==> src/rtl/clk_gate_ctrl.sv <==
`default_nettype none
// ============================================================================
// Module   : clk_gate_ctrl
// Brief    : Per-channel clock-gating controller. Every channel gates itself
//            off after a programmable idle period, using a stop-request /
//            acknowledge handshake. It wakes on activity, an explicit request
//            or a global override, and reports a stable clock on wake_ack.
// Revision : 1.0 - initial release
// ============================================================================
module clk_gate_ctrl #(
    parameter int NCH      = 4,
    parameter int IDLE_W   = 8,
    parameter int WAKE_CYC = 2
) (
    input  logic              clk,
    input  logic              rst_b,
    input  logic [IDLE_W-1:0] cfg_idle_thr,
    input  logic [NCH-1:0]    cfg_auto_en,
    input  logic              force_on,
    input  logic              scan_mode,
    input  logic [NCH-1:0]    busy,
    input  logic [NCH-1:0]    wake_req,
    input  logic [NCH-1:0]    stop_ack,
    output logic [NCH-1:0]    stop_req,
    output logic [NCH-1:0]    wake_ack,
    output logic [NCH-1:0]    gate_en,
    output logic [NCH-1:0]    gate_se,
    output logic [2*NCH-1:0]  ch_state
);

    localparam logic [1:0] c_RUN  = 2'd0;
    localparam logic [1:0] c_STOP = 2'd1;
    localparam logic [1:0] c_OFF  = 2'd2;
    localparam logic [1:0] c_WAKE = 2'd3;

    // Last wake-counter value before WAKE hands over to RUN.
    localparam logic [3:0] c_WAKE_LAST = 4'(WAKE_CYC - 1);

    // A zero threshold disables auto-gating on every channel.
    logic w_thr_zero;
    assign w_thr_zero = (cfg_idle_thr == '0);

    // Scan enable on the gate cells follows scan_mode directly.
    assign gate_se = {NCH{scan_mode}};

    for (genvar i = 0; i < NCH; i++) begin : g_ch
        logic [1:0]        r_state;
        logic [1:0]        w_nxt;
        logic [IDLE_W-1:0] r_cnt;
        logic [IDLE_W-1:0] w_cnt_nxt;
        logic [IDLE_W:0]   w_cnt_inc;
        logic [3:0]        r_wcnt;
        logic [3:0]        w_wcnt_nxt;
        logic              w_hold;
        logic              r_gate_en;
        logic              r_wake_ack;
        logic              r_stop_req;

        // Any reason to keep (or bring) this channel's clock on.
        assign w_hold = busy[i] | wake_req[i] | force_on | scan_mode
                      | ~cfg_auto_en[i] | w_thr_zero;

        // One bit wider so the threshold compare never wraps.
        assign w_cnt_inc = {1'b0, r_cnt} + (IDLE_W+1)'(1);

        // Next-state and counter update for this channel.
        always_comb begin
            w_nxt      = r_state;
            w_cnt_nxt  = r_cnt;
            w_wcnt_nxt = r_wcnt;
            case (r_state)
                c_RUN: begin
                    if (w_hold) begin
                        w_cnt_nxt = '0;
                    end else begin
                        if (r_cnt != '1) begin
                            w_cnt_nxt = w_cnt_inc[IDLE_W-1:0];
                        end
                        // >= so a threshold lowered mid-count acts at once.
                        if (w_cnt_inc >= {1'b0, cfg_idle_thr}) begin
                            w_nxt = c_STOP;
                        end
                    end
                end
                c_STOP: begin
                    // Renewed activity wins over an acknowledge on the same cycle.
                    if (w_hold) begin
                        w_nxt     = c_RUN;
                        w_cnt_nxt = '0;
                    end else if (stop_ack[i]) begin
                        w_nxt = c_OFF;
                    end
                end
                c_OFF: begin
                    if (w_hold) begin
                        w_nxt      = c_WAKE;
                        w_wcnt_nxt = '0;
                    end
                end
                c_WAKE: begin
                    // Settle period; never aborted.
                    if (r_wcnt >= c_WAKE_LAST) begin
                        w_nxt      = c_RUN;
                        w_cnt_nxt  = '0;
                        w_wcnt_nxt = '0;
                    end else begin
                        w_wcnt_nxt = r_wcnt + 4'd1;
                    end
                end
                default: begin
                    w_nxt     = c_RUN;
                    w_cnt_nxt = '0;
                end
            endcase
        end

        // State, counters and outputs decoded from the next state.
        always_ff @(posedge clk) begin
            if (!rst_b) begin
                r_state    <= c_RUN;
                r_cnt      <= '0;
                r_wcnt     <= '0;
                r_gate_en  <= 1'b1;
                r_wake_ack <= 1'b1;
                r_stop_req <= 1'b0;
            end else begin
                r_state    <= w_nxt;
                r_cnt      <= w_cnt_nxt;
                r_wcnt     <= w_wcnt_nxt;
                r_gate_en  <= (w_nxt != c_OFF);
                r_wake_ack <= (w_nxt == c_RUN);
                r_stop_req <= (w_nxt == c_STOP);
            end
        end

        assign gate_en[i]        = r_gate_en;
        assign wake_ack[i]       = r_wake_ack;
        assign stop_req[i]       = r_stop_req;
        assign ch_state[2*i +: 2] = r_state;
    end

endmodule
`default_nettype wire
==> config.mk <==
export PLATFORM = sky130hd
export DESIGN_NAME = clk_gate_ctrl
export DESIGN_NICKNAME = d
export VERILOG_FILES = /design/src/rtl/clk_gate_ctrl.sv
export SDC_FILE = /design/constraint.sdc
export NUM_CORES = 1
export LEC_CHECK = 0
export BUFFER_PORTS_ARGS = -buffer_cell sky130_fd_sc_hd__buf_2
export CORE_MARGIN = 2
export CORE_UTILIZATION = 59
export CTS_CLUSTER_SIZE = 28
export DETAILED_ROUTE_END_ITERATION = 8
export PLACE_DENSITY = 0.86
export RECOVER_POWER = 50
export SYNTH_ARGS = -nofsm -noshare
export SYNTH_HDL_FRONTEND = slang
export SYNTH_SLANG_ARGS = --single-unit
==> constraint.sdc <==
create_clock -name clk -period 3.4 [get_ports clk]
set_input_delay 0.17 -clock clk [delete_from_list [all_inputs] [get_ports clk]]
set_output_delay 0.17 -clock clk [all_outputs]
set_load 0.02 [all_outputs]
==> results.ini <==
[setup_path]
worstRegToRegCells=10
cp.arrival_ps=3190
r2r_slack_ps=450
worstPathMaxFanout=5
critical_path_class=reg2reg
r2r-start=g_ch[3].r_cnt[0]$_SDFFE_PN0P_
required_ps=3640
r2r-end=g_ch[3].r_gate_en$_SDFF_PN1_
endpoint_kind=register
worstSetupStartpointType=register

[synth]
yosysTopAreaCellShare_pct=31.8
synth_edf_count=0
synth_top_flop_cell=dfxtp_1
ys_ff_latch=68
yosysSeqAreaShare_pct=31.8
synthCells=510
synthesis.area_mm2=0.00428
synth_commonest_cells=68 x dfxtp_1, 48 x ha_1, 44 x nand2_1, 38 x nor2_1, 28 x nand3_1
yosysWarnings=0
synth_cell_types=57
synth.largest_area_cell=dfxtp_1
synth_fp_nets=586
avgSynthCellArea_um2=8.38
yosys-top-cells-area=dfxtp_1 32%, ha_1 14%, nand2_1 3.9%
yosys.cell_count.top_type=dfxtp_1
postSynth.asyncResetShare_pct=0

[timing]
maxSlewViolCount=0
finalCriticalPeriod_ps=2950
fin_worst_skew_ps=7.37
setup_viol=0
period_share_pct=86.7
rsz0062_at_grt=no
fin_ws_ps=451
hold_ws_ps=120
final.setup.tns_ps=0
relSlewSlack_pct=26.5
worst_slew_pin_slew_ps=1090
fmax_mhz=339
final-hold-violation-count=0

[clocking]
htreeDepth=3
cts.sinks=68
cts_setup_buffers=0
cts-resized-gates=0
insertion_delay_ps=360
cts_tree=built
clk_pin_slew_ps=70
cts_hold_buf=0
root_buffer=clkbuf_8
cts_max_path_buffers=2
numCtsBuffers=9

[layout]
fill_cells=614
final_cells=647
fin_util_pct=65.1
drive_gt1_share_pct=9.49
fin_area_mm2=0.00464
register_area_mm2=0.00136
multiInputGateArea_mm2=0.00263
antennaDiodeCount=0
synthToLayoutAreaGrowth_pct=8.60
nNetsFinal=621

[place]
numPortBuffers=51
gp_congestion=0.929
placed_cell_area_mm2=0.00450
place_inst=633
detailed_place_hpwl_um=7160
dp_slack_ps=489

[floorplan]
start_util_pct=59.9
die_h_um=89.1
pin_count=52
die_x_um=89.1
rows=31
coreArea_mm2=0.00714
die_area_mm2=0.00794

[route]
routed_wl_um=9650
drc=0
wl_per_cell_um=14.9
dr.pass1.iters=5
viasPerCell=6.02
ant_nets=0
drt-initial-drc-count=239
vias=3897

[worst_hold_path]
hold_path.class=in2reg
hold_end=g_ch[3].r_state[1]$_SDFF_PN0_
hp-start=stop_ack[3]
min_path_cells=3

[pwr]
ir_drop_uv=249
powerDensity_mw_per_mm2=339
leakage_nw=2.04
fin_total_pwr_mw=1.57

[global_routing]
grt_pass1_vias=3679
antenna_found_initial=0
grt_max_degree=36
grt_remaining_overflow=0
grtUsageTotal_pct=25.6
grt_pass1_wl_um=16000

[flow_run]
maxCapViolations=0

[outcome]
status=complete, no violations

==> cell type report <==
type	instances	share of cell area [%]
sequential	68	29.3
inverter	26	2.10
tap	99	2.67
timing repair buffer	53	5.12
clock inverter	2	0.755
multi-input combinational	387	56.7
clock buffer	12	3.34
==> critical path, stage by stage (launching register included) <==
cell       delay, ps
dfxtp_1          400
ha_1             280
nand3_1          170
xnor2_1          160
ha_1             300
nand4_1          100
a21oi_1           60
a211o_1          290
a2111oi_0        530
o21ai_0          210
or3_1            330
==> logic make-up after synthesis <==
logic type | after synthesis | share of synthesized area (%)
XOR/XNOR | 21 | 4.30
multiplexers | 2 | 0.498
buffers and inverters | 55 | 6.29
adder cells (fa/ha/maj) | 48 | 14.0
AND/OR/NAND/NOR | 194 | 23.5
flip-flops | 68 | 31.8
AO/OA/AOI/OAI | 122 | 19.5
==> flip-flops by register name, indices dropped and copies added, names as in the netlist <==
name and flops:
g_ch.r_state 8, g_ch.r_wake_ack 4, g_ch.r_wcnt 16, g_ch.r_stop_req 4, g_ch.r_gate_en 4, g_ch.r_cnt 32
==> cell usage in the layout, fill, tap and decap left out, types with 12 or more instances in the layout <==
cell	netlist	layout
inv_1	25	25
nand3_1	28	28
nand2_1	44	44
buf_2	2	25
nor2_1	38	38
a21oi_1	18	18
clkbuf_1	11	27
o21ai_0	27	29
dfxtp_1	68	68
and3_1	20	20
ha_1	48	48
xnor2_1	12	12
==> power by group <==
group	internal, mW	switching, mW	total [mW]	leakage [nW]
combinational	0.0347	0.0661	0.101	1.40
sequential	0.799	0.00257	0.801	0.548
clock	0.370	0.300	0.670	0.0983
total	1.20	0.369	1.57	2.04
==> worst max-delay path by stage <==
stage | start | to | slack, ps | cells past startpoint
global route | g_ch[3].r_cnt[0]$_SDFFE_PN0P_ | g_ch[3].r_gate_en$_SDFF_PN1_ | 260 | 10
CTS | g_ch[3].r_cnt[0]$_SDFFE_PN0P_ | g_ch[3].r_gate_en$_SDFF_PN1_ | 470 | 10
detailed placement | g_ch[3].r_cnt[0]$_SDFFE_PN0P_ | g_ch[3].r_gate_en$_SDFF_PN1_ | 490 | 10
finish | g_ch[3].r_cnt[0]$_SDFFE_PN0P_ | g_ch[3].r_gate_en$_SDFF_PN1_ | 450 | 10
floorplan | g_ch[3].r_cnt[0]$_SDFFE_PN0P_ | g_ch[3].r_gate_en$_SDFF_PN1_ | 860 | 10
global placement | g_ch[3].r_cnt[0]$_SDFFE_PN0P_ | g_ch[3].r_gate_en$_SDFF_PN1_ | 630 | 10
==> per-layer routing <==
layer / global-route usage, % / part of all wire [%] / routed length [um] / up-vias
met2: 43.4 / 47 / 4510 / 139
met3: 4.99 / 6.3 / 604 / 21
li1: - / - / - / 1910
met5: 0 / 0 / 0 / -
met1: 31.8 / 44 / 4280 / 1827
met4: 10.7 / 2.6 / 248 / 0
Note: power is estimated with default switching activity, not from simulation.
